[src/rtl/bcd_convert_seq.sv]
// -----------------------------------------------------------------------------
// bcd_convert_seq
//
// Sequential binary-to-BCD converter. It uses an iterative shift-add-3
// (double-dabble) datapath and converts one operand bit per clock. The
// datapath is sequenced by a three-state FSM (IDLE / SHIFT / DONE) behind a
// start/busy/done handshake.
//
// The output register holds the last completed result. It is updated only when
// the FSM enters DONE, so consumers (for example seven-segment decoders) never
// see partial values while a conversion is running.
//
// Parameters
//   WIDTH   bit width of the binary operand (>= 1)
//   DIGITS  number of decimal digits produced (>= 1)
//
// Ports
//   clk     in   1          system clock, rising edge
//   rst_n   in   1          asynchronous reset, active low
//   start   in   1          conversion request; accepted in IDLE or DONE only
//   number  in   WIDTH      binary operand; sampled only in the accept cycle
//   busy    out  1          conversion in progress (state SHIFT)
//   done    out  1          one-cycle pulse; digits were just updated
//   digits  out  8*DIGITS   lane k = digits[8k+7:8k] = {4'b0000, BCD digit k};
//                           lane 0 holds the units digit
//   ovf     out  1          present only with BCD_OVF_EN; the last result did
//                           not fit in DIGITS digits
//
// Configuration macro
//   BCD_OVF_EN  When this macro is defined, the design adds the ovf port and a
//               sticky overflow flag. The flag is set when a shift pushes a 1
//               out of the top BCD nibble.
//               When it is undefined, results wrap silently modulo 10^DIGITS.
// -----------------------------------------------------------------------------
module bcd_convert_seq #(
   parameter int WIDTH  = 8,
   parameter int DIGITS = 3
) (
   input  logic                  clk,
   input  logic                  rst_n,
   input  logic                  start,
   input  logic [WIDTH-1:0]      number,
   output logic                  busy,
   output logic                  done,
   output logic [8*DIGITS-1:0]   digits
`ifdef BCD_OVF_EN
   ,
   output logic                  ovf
`endif
);

   localparam int CW = $clog2(WIDTH + 1);   // shift counter width
   localparam int BW = 4 * DIGITS;          // BCD scratch width

   localparam logic [1:0] ST_IDLE  = 2'd0;
   localparam logic [1:0] ST_SHIFT = 2'd1;
   localparam logic [1:0] ST_DONE  = 2'd2;

   logic [1:0]          state_q,  state_d;
   logic [WIDTH-1:0]    bin_q,    bin_d;
   logic [BW-1:0]       bcd_q,    bcd_d;
   logic [CW-1:0]       cnt_q,    cnt_d;
   logic [8*DIGITS-1:0] digits_q, digits_d;

   logic [BW-1:0]       bcd_adj;       // scratch after the parallel +3 step
   logic [BW-1:0]       bcd_shift;     // scratch after the left shift
   logic [8*DIGITS-1:0] digit_lanes;   // bcd_shift widened to byte lanes
   logic [CW-1:0]       cnt_inc;
   logic                last_shift;
   logic                carry_out;     // bit leaving the top nibble this shift
   logic                accept;
   logic                enter_done;

   // ---------------------------------------------------------------------------
   // Double-dabble step: any nibble >= 5 gets +3 before the shift. All nibbles
   // are adjusted in parallel, so this step forms one stage of combinational
   // logic per clock.
   // ---------------------------------------------------------------------------
   // NOTE: every signal assigned in an always_comb gets a default first;
   // a path that leaves one unassigned would infer a latch.
   always_comb begin
      bcd_adj = bcd_q;
      for (int k = 0; k < DIGITS; k++) begin
         if (bcd_q[4*k +: 4] >= 4'd5) begin
            bcd_adj[4*k +: 4] = bcd_q[4*k +: 4] + 4'd3;
         end
      end
   end

   // The operand MSB enters the BCD LSB. The top BCD bit falls off, which gives
   // the modulo-10^DIGITS wrap.
   assign bcd_shift = {bcd_adj[BW-2:0], bin_q[WIDTH-1]};
   assign carry_out = bcd_adj[BW-1];

   always_comb begin
      digit_lanes = '0;
      for (int k = 0; k < DIGITS; k++) begin
         digit_lanes[8*k +: 8] = {4'b0000, bcd_shift[4*k +: 4]};
      end
   end

   assign cnt_inc    = cnt_q + 1'b1;
   assign last_shift = (cnt_inc == CW'(WIDTH));

   // ---------------------------------------------------------------------------
   // FSM and datapath next state
   // ---------------------------------------------------------------------------
   always_comb begin
      state_d    = state_q;
      bin_d      = bin_q;
      bcd_d      = bcd_q;
      cnt_d      = cnt_q;
      digits_d   = digits_q;
      accept     = 1'b0;
      enter_done = 1'b0;

      case (state_q)
         ST_IDLE, ST_DONE: begin
            // DONE accepts start as well as IDLE, so back-to-back requests
            // run with no idle cycle between them.
            if (start) begin
               accept  = 1'b1;
               state_d = ST_SHIFT;
               bin_d   = number;
               bcd_d   = '0;
               cnt_d   = '0;
            end else begin
               state_d = ST_IDLE;
            end
         end

         ST_SHIFT: begin
            // start is ignored here: no queueing and no restart.
            bin_d = bin_q << 1;
            bcd_d = bcd_shift;
            cnt_d = cnt_inc;
            if (last_shift) begin
               // The final shift value goes straight into the result register.
               // This makes the result valid in the same cycle as done.
               state_d    = ST_DONE;
               digits_d   = digit_lanes;
               enter_done = 1'b1;
            end
         end

         default: state_d = ST_IDLE;
      endcase
   end

   // ---------------------------------------------------------------------------
   // State registers
   // ---------------------------------------------------------------------------
   // NOTE: sequential state uses non-blocking assignments only. Every register
   // updates from the values present before the edge, whatever order the
   // statements are written in.
   // NOTE: the datapath registers are reset as well as the FSM. A reset in the
   // middle of a conversion leaves no stale scratch state or result visible.
   always_ff @(posedge clk or negedge rst_n) begin
      if (!rst_n) begin
         state_q  <= ST_IDLE;
         bin_q    <= '0;
         bcd_q    <= '0;
         cnt_q    <= '0;
         digits_q <= '0;
      end else begin
         state_q  <= state_d;
         bin_q    <= bin_d;
         bcd_q    <= bcd_d;
         cnt_q    <= cnt_d;
         digits_q <= digits_d;
      end
   end

`ifdef BCD_OVF_EN
   // ---------------------------------------------------------------------------
   // Overflow tracking. The sticky flag gathers every bit shifted out of the top
   // nibble during one conversion. The output register loads together with
   // digits so that both describe the same result.
   // ---------------------------------------------------------------------------
   logic flag_q, flag_d;
   logic ovf_q,  ovf_d;

   always_comb begin
      flag_d = flag_q;
      ovf_d  = ovf_q;
      if (accept) begin
         flag_d = 1'b0;
      end else if (state_q == ST_SHIFT) begin
         flag_d = flag_q | carry_out;
      end
      if (enter_done) begin
         ovf_d = flag_q | carry_out;
      end
   end

   always_ff @(posedge clk or negedge rst_n) begin
      if (!rst_n) begin
         flag_q <= 1'b0;
         ovf_q  <= 1'b0;
      end else begin
         flag_q <= flag_d;
         ovf_q  <= ovf_d;
      end
   end

   assign ovf = ovf_q;
`else
   // Without the overflow option the wrap is silent. These signals stay
   // connected so that the default build has no unused logic.
   logic unused_ovf;
   assign unused_ovf = carry_out & accept;
`endif

   // ---------------------------------------------------------------------------
   // Outputs: decoded straight from the state register, so busy and done are
   // mutually exclusive by construction.
   // ---------------------------------------------------------------------------
   assign busy   = (state_q == ST_SHIFT);
   assign done   = (state_q == ST_DONE);
   assign digits = digits_q;

endmodule

[config.mk]
export PLATFORM = sky130hd
export DESIGN_NAME = bcd_convert_seq
export DESIGN_NICKNAME = d
export VERILOG_FILES = /design/src/rtl/bcd_convert_seq.sv
export SDC_FILE = /design/constraint.sdc
export NUM_CORES = 1
export LEC_CHECK = 0
export ABC_AREA = 1
export BUFFER_PORTS_ARGS = -buffer_cell sky130_fd_sc_hd__buf_2
export CORE_ASPECT_RATIO = 1.4
export CORE_MARGIN = 2
export CORE_UTILIZATION = 40
export CTS_CLUSTER_DIAMETER = 60
export DETAILED_ROUTE_END_ITERATION = 8
export PLACE_DENSITY_LB_ADDON = 0.12
export REMOVE_ABC_BUFFERS = 1
export SLEW_MARGIN = 10
export SYNTH_ARGS = -nofsm -noshare
export SYNTH_HDL_FRONTEND = slang
export SYNTH_SLANG_ARGS = --single-unit
[constraint.sdc]
create_clock -name clk -period 2.1 [get_ports clk]
set_input_delay 0.42 -clock clk [delete_from_list [all_inputs] [get_ports clk]]
set_output_delay 0.42 -clock clk [all_outputs]
set_load 0.02 [all_outputs]
==> results of run 1 <==
[state kept, by name, summed over array words and instances, names as in the netlist]
signal and count:
bcd_q 12, digits 12, state_q 2, cnt_q 4
bin_q 8
[worst min-delay path by stage]
stage / cells after the start / slack (ns) / endpoint / startpoint
after floorplan: 0 / 0.12 / bcd_q[0] / rst_n
after global placement: 2 / 0.46 / digits[11] / digits[11]
after detailed placement: 2 / 0.46 / digits[11] / digits[11]
after CTS: 2 / 0.19 / cnt_q[2] / rst_n
after global routing: 2 / 0.22 / bin_q[4] / rst_n
final: 2 / 0.17 / cnt_q[2] / rst_n
[worst max-delay path, stage by stage (launching register included)]
cell                      delay [ns]
sky130_fd_sc_hd__dfrtp_1        0.36
sky130_fd_sc_hd__inv_1          0.10
sky130_fd_sc_hd__nand2_4        0.11
sky130_fd_sc_hd__inv_4          0.27
sky130_fd_sc_hd__buf_2          0.23
[power by group]
part / leakage [nW] / internal (mW) / switching, mW
combinational: 0.687 / 0.606 / 1.20
clock: 0.0472 / 0.264 / 0.267
sequential: 0.467 / 1.09 / 0.231
total: 1.20 / 1.96 / 1.70
[routing by layer]
metal	up-vias	global-route usage (%)	share of wire, %
met5	-	0	0
met3	7	3.44	3.6
li1	801	-	-
met1	735	18.3	43
met2	34	30.3	51
met4	0	6.96	1.9
[metrics by stage]
stage               setup slack (ns)  util (%)
floorplan                      0.745         -
global placement               0.532      43.4
detailed placement             0.531      43.4
CTS                            0.292      45.3
global route                   0.210      45.3
finish                         0.316      45.3
[cells in the final DEF (no fill, tap or decap), drive strengths merged]
cell      instances
nor2              9
buf              25
conb             12
clkinvlp          1
nand2            90
ha                7
clkbuf            6
o22ai             5
inv              29
clkinv            2
dfrtp            38
o21ai            20
nand3             9
o211ai            7
a21oi             3
a22o              1
nand4             5
o31ai             1
[area by class of cell]
cell class              instances  share of cell area (%)
flip-flops and latches         38                    43.0
repair buffers                 25                    5.77
clock buffers                   6                    3.74
well taps                      64                    3.62
multi-input cells             169                    38.0
clock inverters                 2                   0.566
inverters                      30                    5.26
[logic make-up (layout without fill, tap and decap cells)]
family                   count (synthesis)  after routing  synth area share (%)
adder cells (fa/ha/maj)                  7              7                  4.31
other                                    1             12                 0.184
buffers and inverters                   48             63                  13.9
AO/OA/AOI/OAI                           37             37                  10.6
AND/OR/NAND/NOR                        113            113                  24.2
flip-flops                              38             38                  46.8
==> results.yml, run 1 <==
status:
  outcome: "finished, final reports clean"
global_route:
  global_route_wire_length_before_repair_um: 7130
  number_of_antenna_violations_at_the_first_check_in_global_routing: 0
  grt_pass1_vias: 1558
  grt_util_all_layers_pct: 16.4
  overflow_left_after_global_routing: 0
  grt_start_max_net_pins: 39
logic_synthesis:
  synth_largest_area_cell: "sky130_fd_sc_hd__dfrtp_1"
  yosys-top-cells-area: "sky130_fd_sc_hd__dfrtp_1 (47%), sky130_fd_sc_hd__nand2_1 (16%), sky130_fd_sc_hd__inv_1 (5.2%)"
  commonest_register_cell_after_synthesis: "sky130_fd_sc_hd__dfrtp_1"
  number_of_synthesized_flops_with_an_enable_pin: 0
  yosysWarningCount: 0
  yosys.area.top_type_share_pct: 46.8
  synth.avg_cell_area_um2: 8.33
  synth.distinct_cells: 25
  synthTopCellsByCount: "sky130_fd_sc_hd__nand2_1 (85), sky130_fd_sc_hd__dfrtp_1 (38), sky130_fd_sc_hd__inv_1 (28)"
  yosys.cell_count.top_type: "sky130_fd_sc_hd__nand2_1"
  synth.ff_latch_count: 38
  synthesis.instances: 244
  mappedNetlistArea_mm2: 0.00203
  asyncSetResetFlopFracSynth_pct: 100
  portion_of_the_post_synthesis_area_used_by_sequential_elements_pct: 46.8
final_layout:
  flow.area_growth_from_synthesis_pct: 8.74
  nNetsFinal: 287
  multiInputGateArea_um2: 841
  fin_cells: 334
  post-route-cell-area_mm2: 0.00221
  fillCellCount: 525
  n_antenna_cell: 0
  post_route_cells_drive_above_1_share_pct: 16.3
  area.sequential_um2: 951
clock_tree:
  hold_buffers: 0
  ctsHtreeMaxLevel: 2
  clock_buffer_count_from_cts: 5
  tritoncts: "built"
  post-cts-setup-buffers: 0
  clkLatencyLatePin_ns: 0.29
  path_clk_slew_ns: 0.08
  cts.path.max_buffers: 2
  resized_gates_after_cts: 0
  cts_root_buffer: "sky130_fd_sc_hd__clkbuf_8"
  cts_num_sinks: 38
die:
  die-height_um: 88.4
  row_count: 30
  ios: 37
  die-width_um: 64.3
  die-area_mm2: 0.00568
  initial_core_util_pct: 41.7
  placeableCoreArea_mm2: 0.00488
worst_setup_path:
  setup.worst_path.end: "busy"
  cp_data_required_time_ns: 1.68
  timing.critical_path.arrival_ns: 1.36
  criticalPathCategory: "register to output port"
  startpoint_type: "register"
  critPathCaptureType: "output port"
  timing.rr.start: "bcd_q[0]"
  rrSetupSlack_ns: 0.53
  crit_path_max_fanout: 30
  startpoint_of_the_most_critical_setup_path: "state_q[1]"
  r2r_end: "bcd_q[2]"
  worst-r2r-cell-count: 9
timing:
  finalHoldViolCount: 0
  setup_viol_count_final: 0
  finalCritPeriodShare_pct: 85.0
  finalMaxSlewViolations: 0
  fin_crit_ns: 1.78
  timing.fmax_ghz: 0.560
  worst_slack_on_hold_paths_ns: 0.170
  grt_setup_unrepaired: "no"
  fin_tns_setup_ns: 0
  clock-skew-final_ns: 0.00833
worst_hold_path:
  min-delay-path-class: "primary input to async pin"
route:
  drt-wirelength-per-cell_um: 11.8
  first_iter_violations: 49
  routed_wirelength_um: 3950
  firstDrtPassIters: 4
  post-route-drc-count: 0
  dr_total_vias: 1577
  route.antenna.remaining_nets: 0
  avgViaCountPerCell: 4.72
power_and_ir_drop:
  power-per-cell-area_mw_per_mm2: 1650
  power.total_mw: 3.65
  vdd.ir_drop.worst_v: 0.000604
  leakage_nw: 1.20
run:
  cap_viol_max_count: 0
placed_design:
  placed_cells_incl_taps: 326
  hpwlAfterDp_um: 2700
  post_dp_cell_area_mm2: 0.00212
  routabilityCongestion: 0.809
  placement.io_buffers: 24
Power figures use the tool's default switching activity.
==> run 2: changes to the inputs <==
==> constraint.sdc (replaced) <==
create_clock -name clk -period 1.5 [get_ports clk]
set_input_delay 0.3 -clock clk [delete_from_list [all_inputs] [get_ports clk]]
set_output_delay 0.3 -clock clk [all_outputs]
set_load 0.02 [all_outputs]
==> results.yml, run 2 (synthesis results as in run 1) <==
global_route:
  grt_start_max_net_pins: 39
  global_route_wire_length_before_repair_um: 6580
  grt_util_all_layers_pct: 14.9
  grt_pass1_vias: 1490
  overflow_left_after_global_routing: 0
  number_of_antenna_violations_at_the_first_check_in_global_routing: 0
power_and_ir_drop:
  share_comb_of_total_power_pct: 49.0
  switching_power_mw: 2.41
  power-per-cell-area_mw_per_mm2: 2380
  swShare_pct: 42.3
  leakage_nw: 1.29
  seqPwrFrac_pct: 32.2
  cellInternalPower_mw: 3.28
  power.total_mw: 5.69
  vdd.ir_drop.worst_v: 0.000933
  power.share.clock_pct: 18.8
final_layout:
  layout.core_utilization_pct: 48.9
  mostFrequentLayoutCells: "sky130_fd_sc_hd__nand2_1 (85), sky130_fd_sc_hd__dfrtp_1 (38), sky130_fd_sc_hd__inv_1 (27), sky130_fd_sc_hd__buf_2 (24), sky130_fd_sc_hd__o21ai_1 (13)"
  n_antenna_cell: 0
  fillCellCount: 502
  nNetsFinal: 300
  fin_cells: 347
  layout_commonest_cell: "sky130_fd_sc_hd__nand2_1"
  post_route_cells_drive_above_1_share_pct: 20.8
  flow.area_growth_from_synthesis_pct: 17.5
die:
  die-width_um: 64.3
  ios: 37
  initial_core_util_pct: 41.7
  row_count: 30
  placeableCoreArea_mm2: 0.00488
  die-area_mm2: 0.00568
  die-height_um: 88.4
worst_setup_path:
  critPathSlowestCell: "sky130_fd_sc_hd__dfrtp_1"
  crit_path_max_fanout: 14
  critPathMaxStageDelay_ns: 0.36
  timing.critical_path.arrival_ns: 1.10
  critPathCaptureType: "output port"
  startpoint_type: "register"
  cp_data_required_time_ns: 1.20
  crit_path_cell_trace: "inv_1, nand2_4, clkinv_8, buf_2"
  criticalPathCategory: "register to output port"
timing:
  finalCritPeriodShare_pct: 93.1
  fin_tns_setup_ns: 0
  setup_viol_count_final: 0
  clock-skew-final_ns: 0.00704
  finalHoldViolCount: 0
  fin_crit_ns: 1.40
  timing.fmax_ghz: 0.716
  worst_slack_on_hold_paths_ns: 0.275
  finalMaxSlewViolations: 0
clock_tree:
  cts.path.max_buffers: 2
  path_clk_slew_ns: 0.07
  cts_root_buffer: "sky130_fd_sc_hd__clkbuf_8"
  clkLatencyLatePin_ns: 0.29
  tritoncts: "built"
  ctsHtreeMaxLevel: 2
  clock_buffer_count_from_cts: 5
  cts_num_sinks: 38
placed_design:
  routabilityCongestion: 0.794
  placement.io_buffers: 24
  hpwlAfterDp_um: 2780
  placed_cells_incl_taps: 335
route:
  route.antenna.remaining_nets: 0
  avgViaCountPerCell: 4.56
  firstDrtPassIters: 4
  routed_wirelength_um: 3820
  drt-wirelength-per-cell_um: 11.0
  first_iter_violations: 38
  dr_total_vias: 1583
  post-route-drc-count: 0
status:
  outcome: "finished, final reports clean"
run:
  cap_viol_max_count: 0
worst_hold_path:
  min-delay-path-class: "primary input to register"
## run 2: changes by cell type in the layout (fill, tap and decap cells not counted)
cell,before,now
sky130_fd_sc_hd__buf_4,1,12
sky130_fd_sc_hd__o21ai_0,8,5
sky130_fd_sc_hd__bufinv_16,0,2
sky130_fd_sc_hd__o21ai_2,0,2
sky130_fd_sc_hd__buf_12,0,1
sky130_fd_sc_hd__clkinv_2,2,1
sky130_fd_sc_hd__clkinv_8,0,1
sky130_fd_sc_hd__clkinvlp_4,1,0
sky130_fd_sc_hd__dlygate4sd3_1,0,1
sky130_fd_sc_hd__inv_1,28,27
sky130_fd_sc_hd__inv_2,0,1
sky130_fd_sc_hd__inv_4,1,0
sky130_fd_sc_hd__o21ai_1,12,13
## run 2: area by class of cell
cell class	count	area [um^2]	area share, %
clock inverter	2	60.1	2.51
timing repair buffer	38	240	10.1
sequential	38	951	39.8
tap	64	80.1	3.35
inverter	30	126	5.29
clock buffer	6	82.6	3.46
multi-input combinational	169	848	35.5
## run 2: final timing paths
path	start	end	slack [ns]	depth (start not counted)
setup / recovery	state_q[1]	busy	0.10	4
hold / removal	number[0]	bin_q[0]	0.27	3
setup reg to reg	cnt_q[0]	digits[2]	0.17	7
hold reg to reg	digits[11]	digits[11]	0.47	2
max in group asynchronous	rst_n	digits[2]	0.81	3
min in group asynchronous	rst_n	digits[0]	0.50	3
## run 2: worst max-delay path, delay by kind of cell, from the launching register on
family | cells | cell delay, ns
DFF | 1 | 0.36
and+or+nand+nor | 1 | 0.10
buffers and inverters | 3 | 0.35
## run 2: layer usage
metal,part of all wire [%],GRT usage [%],up-vias
met4,1.1,5.22,0
met1,45,17.5,720
met3,3.7,2.93,4
met5,0,0,-
met2,50,27.0,31
li1,-,-,828
## run 2: what timing repair did
action | 4_1_cts | 5_1_grt
hold endpoints to repair | 38 | 0
pin swaps | 0 | 1
setup endpoints to repair | 1 | 10
setup buffers | 0 | 3
gates cloned | 0 | 0
hold buffers | 1 | 0
gates resized for setup | 2 | 7
## run 2: power by group through the flow
| stage | registers (mW) | clock network, mW | logic (mW) |
|---|---|---|---|
| floorplan | 2.00 | 0 | 1.74 |
| global placement | 1.83 | 0 | 2.69 |
| detailed placement | 1.84 | 0 | 2.70 |
| CTS | 1.83 | 1.10 | 2.73 |
| global route | 1.89 | 1.16 | 3.23 |
| finish | 1.83 | 1.07 | 2.79 |
## run 2: metrics by stage
step	instance area, um^2	setup slack (ns)
3_3_place_gp	2200	0.0439
5_1_grt	2390	-0.000600
2_1_floorplan	1910	0.145
3_5_place_dp	2200	0.00187
4_1_cts	2350	0.000362
6_report	2390	0.103
